File: src/rtl/instr_encoder_pkg.sv
// Shared encodings for the instruction encoder: request classes, ALU control
// codes, data-processing opcodes, FSM state and 32-bit word field positions.
package instr_encoder_pkg;

    localparam logic [1:0] CLASS_DP  = 2'b00;
    localparam logic [1:0] CLASS_MEM = 2'b01;
    localparam logic [1:0] CLASS_BR  = 2'b10;
    localparam logic [1:0] CLASS_ILL = 2'b11;

    localparam logic [3:0] ALU_ADD = 4'b0000;
    localparam logic [3:0] ALU_SUB = 4'b0010;
    localparam logic [3:0] ALU_AND = 4'b0100;
    localparam logic [3:0] ALU_ORR = 4'b0101;
    localparam logic [3:0] ALU_EOR = 4'b0110;

    localparam logic [3:0] CMD_ADD = 4'b0100;
    localparam logic [3:0] CMD_SUB = 4'b0010;
    localparam logic [3:0] CMD_AND = 4'b0000;
    localparam logic [3:0] CMD_ORR = 4'b1100;
    localparam logic [3:0] CMD_EOR = 4'b0001;

    typedef enum logic [1:0] {
        ST_IDLE = 2'b00,
        ST_RUN  = 2'b01,
        ST_DONE = 2'b10,
        ST_ERR  = 2'b11
    } state_t;

    localparam int COND_LSB = 28;
    localparam int OP_LSB   = 26;
    localparam int I_BIT    = 25;
    localparam int CMD_LSB  = 21;
    localparam int S_BIT    = 20;
    localparam int RN_LSB   = 16;
    localparam int RD_LSB   = 12;
    localparam int P_BIT    = 24;
    localparam int U_BIT    = 23;
    localparam int B_BIT    = 22;
    localparam int W_BIT    = 21;
    localparam int L_BIT    = 20;
    localparam int BR_LSB   = 24;

    localparam logic [1:0] OP_DP  = 2'b00;
    localparam logic [1:0] OP_MEM = 2'b01;
    localparam logic [1:0] OP_BR  = 2'b10;
    localparam logic [1:0] BR_NOLINK = 2'b10;

    // Returns {supported, cmd} for an ALU control code.
    function automatic logic [4:0] dp_cmd(input logic [3:0] aluop);
        case (aluop)
            ALU_ADD: dp_cmd = {1'b1, CMD_ADD};
            ALU_SUB: dp_cmd = {1'b1, CMD_SUB};
            ALU_AND: dp_cmd = {1'b1, CMD_AND};
            ALU_ORR: dp_cmd = {1'b1, CMD_ORR};
            ALU_EOR: dp_cmd = {1'b1, CMD_EOR};
            default: dp_cmd = {1'b0, 4'b0000};
        endcase
    endfunction

endpackage

File: src/rtl/instr_encoder_pack.sv
// Combinational packer: turns one request's fields into its 32-bit machine
// word and flags requests that have no legal encoding.
module instr_pack
    import instr_encoder_pkg::*;
(
    input  logic [1:0]  in_class,
    input  logic [3:0]  in_cond,
    input  logic [3:0]  in_aluop,
    input  logic        in_s,
    input  logic        in_imm,
    input  logic        in_load,
    input  logic        in_byte,
    input  logic [3:0]  in_rd,
    input  logic [3:0]  in_rn,
    input  logic [23:0] in_operand,
    output logic [31:0] word,
    output logic        illegal
);

    logic [4:0] cmd_lookup;

    assign cmd_lookup = dp_cmd(in_aluop);

    always_comb begin
        word    = '0;
        illegal = 1'b0;
        word[COND_LSB +: 4] = in_cond;
        case (in_class)
            CLASS_DP: begin
                illegal             = ~cmd_lookup[4];
                word[OP_LSB +: 2]   = OP_DP;
                word[I_BIT]         = in_imm;
                word[CMD_LSB +: 4]  = cmd_lookup[3:0];
                word[S_BIT]         = in_s;
                word[RN_LSB +: 4]   = in_rn;
                word[RD_LSB +: 4]   = in_rd;
                word[11:0]          = in_imm ? {4'b0000, in_operand[7:0]}
                                             : {8'b0000_0000, in_operand[3:0]};
            end
            CLASS_MEM: begin
                // Pre-indexed, offset added, no write-back, immediate offset.
                word[OP_LSB +: 2]   = OP_MEM;
                word[I_BIT]         = 1'b0;
                word[P_BIT]         = 1'b1;
                word[U_BIT]         = 1'b1;
                word[B_BIT]         = in_byte;
                word[W_BIT]         = 1'b0;
                word[L_BIT]         = in_load;
                word[RN_LSB +: 4]   = in_rn;
                word[RD_LSB +: 4]   = in_rd;
                word[11:0]          = in_operand[11:0];
            end
            CLASS_BR: begin
                word[OP_LSB +: 2]   = OP_BR;
                word[BR_LSB +: 2]   = BR_NOLINK;
                word[23:0]          = in_operand;
            end
            default: begin
                illegal = 1'b1;
            end
        endcase
    end

endmodule

File: src/rtl/instr_encoder.sv
// Instruction encoder: accepts encode requests, packs them into 32-bit words
// and writes them sequentially into instruction memory, tracking done/error.
module instr_encoder
    import instr_encoder_pkg::*;
#(
    parameter int AW = 6
) (
    input  logic          clk,
    input  logic          reset,
    input  logic          start,
    input  logic          in_valid,
    output logic          in_ready,
    input  logic [1:0]    in_class,
    input  logic [3:0]    in_cond,
    input  logic [3:0]    in_aluop,
    input  logic          in_s,
    input  logic          in_imm,
    input  logic          in_load,
    input  logic          in_byte,
    input  logic [3:0]    in_rd,
    input  logic [3:0]    in_rn,
    input  logic [23:0]   in_operand,
    input  logic          in_last,
    output logic          mem_we,
    output logic [AW-1:0] mem_addr,
    output logic [31:0]   mem_wdata,
    input  logic          mem_ready,
    output logic          busy,
    output logic          done,
    output logic          err,
    output logic [AW:0]   count,
    output state_t        state
);

    // Handshake: a request transfers on a rising edge where in_valid and
    // in_ready are both high; a memory write completes on an edge where
    // mem_we and mem_ready are both high, and mem_* hold until then.

    state_t      state_d;
    logic [31:0] word;
    logic        illegal;
    logic        pend_last;
    logic        accept;
    logic        complete;
    logic        full;

    instr_pack u_pack (
        .in_class   (in_class),
        .in_cond    (in_cond),
        .in_aluop   (in_aluop),
        .in_s       (in_s),
        .in_imm     (in_imm),
        .in_load    (in_load),
        .in_byte    (in_byte),
        .in_rd      (in_rd),
        .in_rn      (in_rn),
        .in_operand (in_operand),
        .word       (word),
        .illegal    (illegal)
    );

    // Full also covers a pending write that ends the memory or the program,
    // so no further request can slip in behind it.
    assign full     = count[AW] | (mem_we & (&mem_addr)) | (mem_we & pend_last);
    assign accept   = in_valid & in_ready;
    assign complete = mem_we & mem_ready;

    always_ff @(posedge clk or negedge reset) begin
        if (!reset) begin
            state <= ST_IDLE;
        end else begin
            state <= state_d;
        end
    end

    always_comb begin
        state_d = state;
        if (start) begin
            state_d = ST_RUN;
        end else if (state == ST_RUN) begin
            if (accept && illegal) begin
                state_d = ST_ERR;
            end else if (complete && pend_last) begin
                state_d = ST_DONE;
            end else if (complete && (&mem_addr)) begin
                state_d = ST_ERR;
            end
        end
    end

    always_comb begin
        in_ready = (state == ST_RUN) & ~start & (~mem_we | mem_ready) & ~full;
        busy     = (state == ST_RUN) | mem_we;
        done     = (state == ST_DONE);
        err      = (state == ST_ERR);
    end

    always_ff @(posedge clk or negedge reset) begin
        if (!reset) begin
            mem_we    <= 1'b0;
            mem_addr  <= '0;
            mem_wdata <= '0;
            count     <= '0;
            pend_last <= 1'b0;
        end else if (start) begin
            mem_we    <= 1'b0;
            mem_addr  <= '0;
            count     <= '0;
            pend_last <= 1'b0;
        end else begin
            if (complete) begin
                mem_addr <= mem_addr + {{(AW-1){1'b0}}, 1'b1};
                count    <= count + {{AW{1'b0}}, 1'b1};
            end
            if (accept && !illegal) begin
                mem_we    <= 1'b1;
                mem_wdata <= word;
                pend_last <= in_last;
            end else if (complete) begin
                mem_we    <= 1'b0;
                pend_last <= 1'b0;
            end
        end
    end

endmodule

File: config.mk
export PLATFORM = sky130hd
export DESIGN_NAME = instr_encoder
export DESIGN_NICKNAME = d
export VERILOG_FILES = /design/src/rtl/instr_encoder_pkg.sv /design/src/rtl/instr_encoder_pack.sv /design/src/rtl/instr_encoder.sv
export SDC_FILE = /design/constraint.sdc
export NUM_CORES = 1
export LEC_CHECK = 0
export CAP_MARGIN = 40
export CORE_MARGIN = 2
export CORE_UTILIZATION = 31
export DETAILED_ROUTE_END_ITERATION = 8
export HOLD_SLACK_MARGIN = 0.06
export PLACE_DENSITY = 0.66
export SYNTH_ARGS = -nofsm -noshare
export SYNTH_HDL_FRONTEND = slang
export SYNTH_SLANG_ARGS = --single-unit
export TNS_END_PERCENT = 20
File: constraint.sdc
create_clock -name clk -period 2.2 [get_ports clk]
set_input_delay 0.44 -clock clk [delete_from_list [all_inputs] [get_ports clk]]
set_output_delay 0.44 -clock clk [all_outputs]
set_load 0.01 [all_outputs]
# --- After elaboration in Yosys (flattened, before gate mapping) ---
# Cells that the tools add are included.
op_classes:
  n_mux: 18
  bitwise: 15
  addsub: 2
  reduce_logical: 15
  n_eq_ne: 9
op_table:
  columns: ["cell", "n"]
  rows:
  - ["$pmux W28 S3", 1]
  - ["$pmux W5 S5", 1]
  - ["$mux W7", 2]
  - ["$eq A4 B3 Y1 const B", 3]
  - ["$mux W6", 2]
  - ["$mux W2", 5]
  - ["$mux W8", 1]
  - ["$add A7 B1 Y7 const B", 1]
  - ["$and A1 B1 Y1", 7]
  - ["$add A6 B1 Y6 const B", 1]
  - ["$eq A2 B2 Y1 const B", 3]
  - ["$reduce_and A6 Y1", 1]
  - ["$mux W1", 5]
  - ["$eq A2 B1 Y1 const B", 2]
  - ["$eq A4 B2 Y1 const B", 1]
  - ["$logic_and A1 B1 Y1", 4]
  - ["$logic_not A4 Y1", 1]
  - ["$not A1 Y1", 4]
  - ["$or A1 B1 Y1", 4]
  - ["$reduce_and A2 Y1", 2]
  - ["$reduce_bool A2 Y1", 2]
  - ["$reduce_bool A4 Y1", 1]
  - ["$reduce_bool A3 Y1", 1]
  - ["$logic_not A2 Y1", 1]
  - ["3 further kinds", 3]
totals:
  elab_cells: 65
  register_bits: 49
  in_bits: 52
  output_inout_bits: 52

# --- Logic depth before layout (Yosys ltp) ---
# Gate-level depths: netlist of run 1.
depth:
  ltp_word: 11
  ltp_mapped: 8
  depth_no_buf: 6

# --- Cells and area by module ---
# From an unflattened synthesis of run 1, not the netlist that was laid out.
hier_totals:
  hier_cells: 224
  hier_area_um2: 2585.0
by_module_without_submodules:
  columns: ["module", "cells_per_inst", "instances", "area_per_inst_um2", "seq_area_each_um2"]
  rows:
  - ["instr_encoder", 152, 1, 2067.0, 1226.2]
  - ["instr_pack", 72, 1, 518.0, 0.0]

# --- Worst setup path after synthesis of run 1 ---
# OpenSTA, ideal clock, no wires.
synth_timing:
  path_type: "in2reg"
  from: "input port start"
  to: "register mem_wdata[19]"
  required_ns: 2.075
  path_buffers: 2
  setup_time_ns: 0.125
  path_stages: 6
  path_slack_ns: -0.047
  arrival_time_ns: 2.122
  path_cell_list: "buf_6 -> or4b_4 -> a21oi_2 -> nor4b_4 -> buf_6 -> mux2_4"
synth_between:
  elab_chain_cells: 7
synth_rtl:
  columns: ["item", "line_no", "rtl"]
  rows:
  - ["start, declared", "instr_encoder.sv:10", "input logic start,"]
  - ["$not A1 Y1 (no source line) *", null, null]
  - ["$and A1 B1 Y1 (3 in series)", "instr_encoder.sv:92", "in_ready = (state == ST_RUN) & ~start & (~mem_we | mem_ready) & ~full;"]
  - ["$and A1 B1 Y1", "instr_encoder.sv:65", "assign accept = in_valid & in_ready;"]
  - ["$logic_and A1 B1 Y1", "instr_encoder.sv:115", "if (accept && !illegal) begin"]
  - ["$reduce_and A2 Y1 (no source line) *", null, null]
  - ["end signal, assigned", "instr_encoder.sv:117", "mem_wdata <= word;"]
  - ["end, declared", "instr_encoder.sv:26", "output logic [31:0] mem_wdata,"]
# Every way passes the cells marked *; elsewhere a longest branch is shown, timed or not.
# A chain may end at the register's enable or synchronous reset.

# --- Final worst setup path of run 1 ---
layout_timing:
  from: "input port in_aluop[2]"
  to: "register mem_wdata[17]"
layout_between:
  elab_chain_cells: 7
  elab_cells_between_ends: 11
  classes_between: "eq/ne: 4; mux: 2; bitwise: 1; reduce/logical: 4"
layout_rtl:
  columns: ["item", "line_no", "rtl"]
  rows:
  - ["start, declared", "instr_encoder.sv:15", "input logic [3:0] in_aluop,"]
  - ["$eq A4 B3 Y1 (tied with other cells)", "instr_encoder_pkg.sv:50", "case (aluop)"]
  - ["$pmux W5 S5 *", "instr_encoder_pkg.sv:50", null]
  - ["$not A1 Y1 *", "instr_encoder_pack.sv:30", "illegal = ~cmd_lookup[4];"]
  - ["$pmux W1 S2 *", "instr_encoder_pack.sv:28", "case (in_class)"]
  - ["$logic_not A1 Y1 *", "instr_encoder.sv:115", null]
  - ["$logic_and A1 B1 Y1 *", "instr_encoder.sv:115", null]
  - ["$reduce_and A2 Y1 (no source line) *", null, null]
# Marked as above.

==> summary.txt, run 1 <==
Outcome -> finished, final reports clean
Chip height -> 94.94 um
TritonCTS clock tree -> done
Data arrival, critical path -> 2280 ps
Die area -> 9014 um^2
Initial core utilization -> 31.52%
Commonest non-fill, non-tap cell in the layout -> clkdlybuf4s50_1
# diodes -> 0
HPWL after DPL -> 4925 um
Worst Path Required -> 2390 ps
# Max-Cap Violations -> 0
GRT met1 Usage -> 20.17%
Vias -> 2,216
Fill cells -> 730
Initial DRC count -> 44
GR Layer Usage met2 -> 27.13%
Yosys cell types -> 35
Clk buf depth -> 2
Largest net degree at the start of global routing -> 26
Maximum vdd drop -> 350.6 uV
Tcrit/Tclk final -> 95.12%
Crit Path Class -> in -> reg
Share of cells above drive strength 1 -> 18.97%
DRT antenna net count -> 0
Site row count -> 33
RSZ-0062 raised after global routing -> false
CTS buffer count -> 5
Area grow syn2layout -> 59.93%
First-pass GRT wire length -> 11,100 um
Worst setup EP type -> flip-flop
Crit path max fanout -> 7
Mapped Area -> 2564 um^2
Avg Vias per Cell -> 4.675
Yosys warnings -> 0
Fmax -> 0.4778 GHz
Worst-Skew Late Latency -> 300 ps
Most frequent cells in the layout -> 98 x clkdlybuf4s50_1, 49 x dfrtp_1, 26 x nand2_1, 26 x nor2_1, 22 x buf_4
Clk root buf -> clkbuf_8
Register bit total from synthesis -> 49
I/O Pins -> 104
IO buf count -> 103
Clk sink count -> 49
H-Tree Depth -> 2
Design Power -> 0.002787 W
Worst setup SP type -> input pin
Fin nets -> 428
Reg clk slew, reported paths -> 90 ps
Final count of negative-setup-slack endpoints -> 0
Drt wl/cell -> 14.15 um
Hold Fails Final Rpt -> 0
Final Core Density -> 50.41%
Die width -> 94.94 um
Total length of routed wires -> 6709 um
Vias in the first global route -> 2,306
Net count after synthesis -> 299
Pwr dens -> 679.6 nW/um^2
DRC errors left -> 0
Clock skew -> 5.518 ps
Initial antenna violation count -> 0
Synth Instances -> 239
Setup TNS -> 0 ps
Final slew viol count -> 0
Syn avg cell area -> 10.73 um^2
Slew @ Worst Pin -> 605.2 ps
HP Class -> in -> async
Top Usage Layer GRT -> met2
Total core area -> 8134 um^2
Final estimated routing congestion in global placement -> 0.8213
Total GRT Usage -> 15.86%
Seq/Total Area, Yosys -> 47.83%
TritonRoute pass-1 iters -> 6
Rel. slew slack -> 59.23%
LEAKAGE -> 1.775 nW
Gr ovfl total -> 0
Met3 Use GR -> 4.389%
Minimum clock period -> 2093 ps
timing repair:
action	4_1_cts	5_1_grt
endpoints found under the setup margin	23	10
gates cloned	2	0
buffers inserted	6	0
pin swaps	2	2
hold endpoints to repair	0	0
gates resized for setup	15	7
hold buffers	0	0
routing by layer:
metal | routed length [um] | share of wire [%] | up-vias
met5 | 0 | 0 | -
met4 | 67 | 1.0 | 0
met3 | 488 | 7.3 | 6
met2 | 3315 | 49 | 82
met1 | 2838 | 42 | 1059
li1 | - | - | 1069
cell usage after synthesis (all sizes together):
cell	instances	area share [%]
dfrtp	49	48
nand2	28	4.1
nor2	26	3.8
mux2	20	11
inv	19	2.8
mux2i	14	5.5
a22oi	9	2.6
ha	8	3.9
clkbuf	7	1.0
a21oi	6	1.3
o21ai	6	1.2
xnor2	6	2.0
buf	4	1.8
a21o	3	0.88
nand3	3	0.59
nand4	3	0.73
nor3	3	0.59
or3	3	0.73
xor2	3	1.0
a221oi	2	0.68
a222oi	2	0.78
and2	2	0.49
nand2b	2	0.49
nor2b	2	0.49
nand3b	1	0.29
nor3b	1	0.29
nor4b	1	0.93
nor4bb	1	0.39
o21bai	1	0.29
o221ai	1	0.34
o22ai	1	0.24
or2	1	0.24
or4b	1	0.54
through the flow:
step                      setup slack (ps)  cell area, um^2  hold WS, ps  std cells
final                                107.3             4100        135.8        474
after global routing                0.8911             4100        169.3        474
after CTS                            6.193             4108        152.5        475
after detailed placement            -418.9             3881        490.0        461
after global placement              -416.4             3881        488.2        461
after floorplan                     -13.56             2575        144.4        239
cell families after synthesis:
kind of cell             synth area share [%]
adder cells (fa/ha/maj)                 3.904
AO/OA/AOI/OAI                           8.346
AND/OR/NAND/NOR                         14.69
buffers and inverters                   5.564
XOR/XNOR                                3.075
flip-flops                              47.83
multiplexers                            16.59
critical path, stage by stage:
cell and delay (ps):
clkdlybuf4s50_1 480, nor2b_2 230, o221ai_4 150, nor4b_4 300
buf_6 210, buf_12 140, mux2_2 320
flip-flops by register name, indices dropped and copies added, names as in the netlist:
| register | cells |
|---|---|
| count | 7 |
| mem_addr | 6 |
| mem_wdata | 32 |
| mem_we | 1 |
| pend_last | 1 |
| state | 2 |
power by group:
| part | internal, W | switching (W) |
|---|---|---|
| clock | 0.000225 | 0.000308 |
| sequential | 0.00108 | 0.000118 |
| combinational | 0.000667 | 0.000385 |
| total | 0.00198 | 0.000811 |
path summary, 6_finish.rpt:
path | from | to | slack (ps) | cells after the start
max in group asynchronous | reset | count[5] | 1510 | 2
min | reset | mem_wdata[26] | 140 | 1
min in group clk | mem_wdata[23] | mem_wdata[23] | 520 | 1
min reg2reg | mem_wdata[23] | mem_wdata[23] | 520 | 1
max | in_aluop[2] | mem_wdata[17] | 110 | 7
max reg2reg | state[1] | mem_wdata[17] | 140 | 6
cell type report:
type | instances | area [um^2] | area share (%)
Clock buffer | 6 | 72.57 | 1.770
Clock inverter | 2 | 15.01 | 0.3662
Inverter | 19 | 71.32 | 1.739
Multi-Input combinational cell | 160 | 1240 | 30.24
Sequential cell | 49 | 1226 | 29.91
Tap cell | 105 | 131.4 | 3.204
Timing Repair Buffer | 133 | 1344 | 32.77
Power figures use the tool's default switching activity.
==> run 2, diff against run 1 <==
--- a/config.mk
+++ b/config.mk
@@ -11,6 +11,7 @@
 export DETAILED_ROUTE_END_ITERATION = 8
 export HOLD_SLACK_MARGIN = 0.06
 export PLACE_DENSITY = 0.66
+export SLEW_MARGIN = 15
 export SYNTH_ARGS = -nofsm -noshare
 export SYNTH_HDL_FRONTEND = slang
 export SYNTH_SLANG_ARGS = --single-unit
==> constraint.sdc (replaced) <==
create_clock -name clk -period 2.2 [get_ports clk]
set_input_delay 0.22 -clock clk [delete_from_list [all_inputs] [get_ports clk]]
set_output_delay 0.22 -clock clk [all_outputs]
set_load 0.01 [all_outputs]
==> summary.txt, run 2 (synthesis results as in run 1) <==
Met2 wire len -> 3160 um (was 3315 um)
Site row count -> 33 (unchanged)
Worst R2R Start -> state[1] (unchanged)
Largest net degree at the start of global routing -> 50 (was 26)
Initial core utilization -> 31.52% (unchanged)
H-Tree Depth -> 2 (unchanged)
Wire length on met1 -> 2930 um (was 2838 um)
Design Power -> 0.002876 W (was 0.002787 W)
Crit Path Class -> reg -> reg (was in -> reg)
Slowest cell on the critical path -> or4b_4 (was clkdlybuf4s50_1)
DRT antenna net count -> 0 (unchanged)
Data arrival, critical path -> 2290 ps (was 2280 ps)
Worst Path Required -> 2380 ps (was 2390 ps)
Register Area -> 1226 um^2 (unchanged)
Worst setup SP type -> flip-flop (was input pin)
DRC errors left -> 0 (unchanged)
# Max-Cap Violations -> 0 (unchanged)
CTS buffer count -> 5 (unchanged)
Final worst setup slack -> 91.04 ps (was 107.3 ps)
I/O Pins -> 104 (unchanged)
Commonest non-fill, non-tap cell in the layout -> clkdlybuf4s50_1 (unchanged)
Reg2reg setup slack -> 90 ps (was 140 ps)
Initial DRC count -> 63 (was 44)
Setup bufs post-CTS -> 0 (was 6)
CP Cell Sequence -> or4b_4 > a21oi_4 > nor4b_4 > buf_12 > mux2_2 (was clkdlybuf4s50_1 > nor2b_2 > o221ai_4 > nor4b_4 > buf_6 > buf_12 > mux2_2)
Total core area -> 8134 um^2 (unchanged)
Hold Fails Final Rpt -> 0 (unchanged)
Total GRT Usage -> 15.09% (was 15.86%)
Maximum vdd drop -> 373.0 uV (was 350.6 uV)
Rel. slew slack -> 58.61% (was 59.23%)
Area grow syn2layout -> 54.90% (was 59.93%)
Drt wl/cell -> 13.98 um (was 14.15 um)
Fmax -> 0.4742 GHz (was 0.4778 GHz)
Slew @ Worst Pin -> 614.3 ps (was 605.2 ps)
WP buf/inv -> 1 (was 3)
Max FFs per register -> 32 (unchanged)
TritonCTS clock tree -> done (unchanged)
Vias -> 2,130 (was 2,216)
Worst setup EP type -> flip-flop (unchanged)
Vias in the first global route -> 2,213 (was 2,306)
HPWL after DPL -> 4960 um (was 4925 um)
Footprint of the multi-input gates -> 1209 um^2 (was 1240 um^2)
Final count of negative-setup-slack endpoints -> 0 (unchanged)
Highest layer used for signal routing -> met4 (unchanged)
Fill cells -> 769 (was 730)
Worst R2R Path Depth -> 5 (was 6)
Share of cells above drive strength 1 -> 14.96% (was 18.97%)
Chip height -> 94.94 um (unchanged)
Top Registers -> mem_wdata (32), count (7), mem_addr (6) (unchanged)
Final slew viol count -> 0 (unchanged)
Max stage delay on crit path -> 560 ps (was 480 ps)
Most frequent cells in the layout -> 101 x clkdlybuf4s50_1, 49 x dfrtp_1, 28 x nand2_1 (was 98 x clkdlybuf4s50_1, 49 x dfrtp_1, 26 x nand2_1, 26 x nor2_1, 22 x buf_4)
Worst-Skew Late Latency -> 300 ps (about the same)
Met3 WL -> 372 um (was 488 um)
Avg Vias per Cell -> 4.571 (was 4.675)
HP Class -> in -> async (unchanged)
First-pass GRT wire length -> 10,490 um (was 11,100 um)
Die width -> 94.94 um (unchanged)
Clock skew -> 8.332 ps (was 5.518 ps)
Fin nets -> 420 (was 428)
Total length of routed wires -> 6517 um (was 6709 um)
Reg2Reg Capture Point -> mem_wdata[15] (was mem_wdata[17])
TritonRoute pass-1 iters -> 5 (was 6)
Crit path max fanout -> 21 (was 7)
Tcrit/Tclk final -> 95.86% (was 95.12%)
Final Core Density -> 48.82% (was 50.41%)
IO buf count -> 103 (unchanged)
Minimum clock period -> 2109 ps (was 2093 ps)
Fin Hold WS -> 429.5 ps (was 135.8 ps)
Initial antenna violation count -> 0 (unchanged)
Clk root buf -> clkbuf_8 (unchanged)
Clk buf depth -> 2 (unchanged)
Gr ovfl total -> 0 (unchanged)
# diodes -> 0 (unchanged)
Post-Place Worst Slack -> -178.4 ps (was -418.9 ps)
Die area -> 9014 um^2 (unchanged)
Clk sink count -> 49 (unchanged)
Crit path max-delay family -> simple AND/OR/NAND/NOR gates (was buffers and inverters)
Fin area -> 3971 um^2 (was 4100 um^2)
Final estimated routing congestion in global placement -> 0.7813 (was 0.8213)
LEAKAGE -> 1.714 nW (was 1.775 nW)
Dpl cell area -> 3832 um^2 (was 3881 um^2)
Outcome -> finished, final reports clean (unchanged)
Reg with most FFs -> mem_wdata (unchanged)
Reg clk slew, reported paths -> 90 ps (about the same)
Pwr dens -> 724.3 nW/um^2 (was 679.6 nW/um^2)
RSZ-0062 raised after global routing -> false (unchanged)
-- run 2: layout make-up --
cell class / count / area share (%)
clock buffers: 7 / 2.174
clock inverters: 1 / 0.7561
inverters: 19 / 1.796
multi-input cells: 160 / 30.43
flip-flops and latches: 49 / 30.88
well taps: 105 / 3.308
repair buffers: 125 / 30.66
-- run 2: per-layer routing --
metal / vias to the layer above / track usage [%]
met5: - / 0
met4: 0 / 3.986
met3: 5 / 3.990
met2: 58 / 25.77
met1: 1016 / 18.88
li1: 1051 / -
-- run 2: what timing repair did --
item | CTS | global route
gates cloned | 0 | 0
gates resized for setup | 1 | 2
pin swaps | 0 | 1
endpoints found under the setup margin | 1 | 3
hold buffers | 1 | 0
hold endpoints to repair | 49 | 0
-- run 2: worst max path at each step --
stage,from,end,cells after the start
floorplan,state[1],mem_wdata[19],5
global placement,in_class[0],mem_wdata[18],8
detailed placement,start,mem_wdata[15],6
CTS,state[1],mem_wdata[15],5
global route,state[1],mem_wdata[15],5
finish,state[1],mem_wdata[15],5
-- run 2: where the power goes --
part	switching [W]	internal (W)	leakage [nW]
registers	0.000115	0.00108	0.640
clock network	0.000289	0.000371	0.0585
logic	0.000379	0.000639	1.02
-- run 2: worst reg2reg max path: cells and delay by family, from the launching register on --
family	cells	cell delay, ps
AOI/OAI and AO/OA	1	130
buffers and inverters	1	230
DFF	1	430
muxes	1	370
and+or+nand+nor	2	840
-- run 2: stage by stage --
stage	cells	TNS, ps
final	466	0
after global routing	466	0
after CTS	466	0
after detailed placement	457	-3876
after global placement	457	-2769
after floorplan	239	0
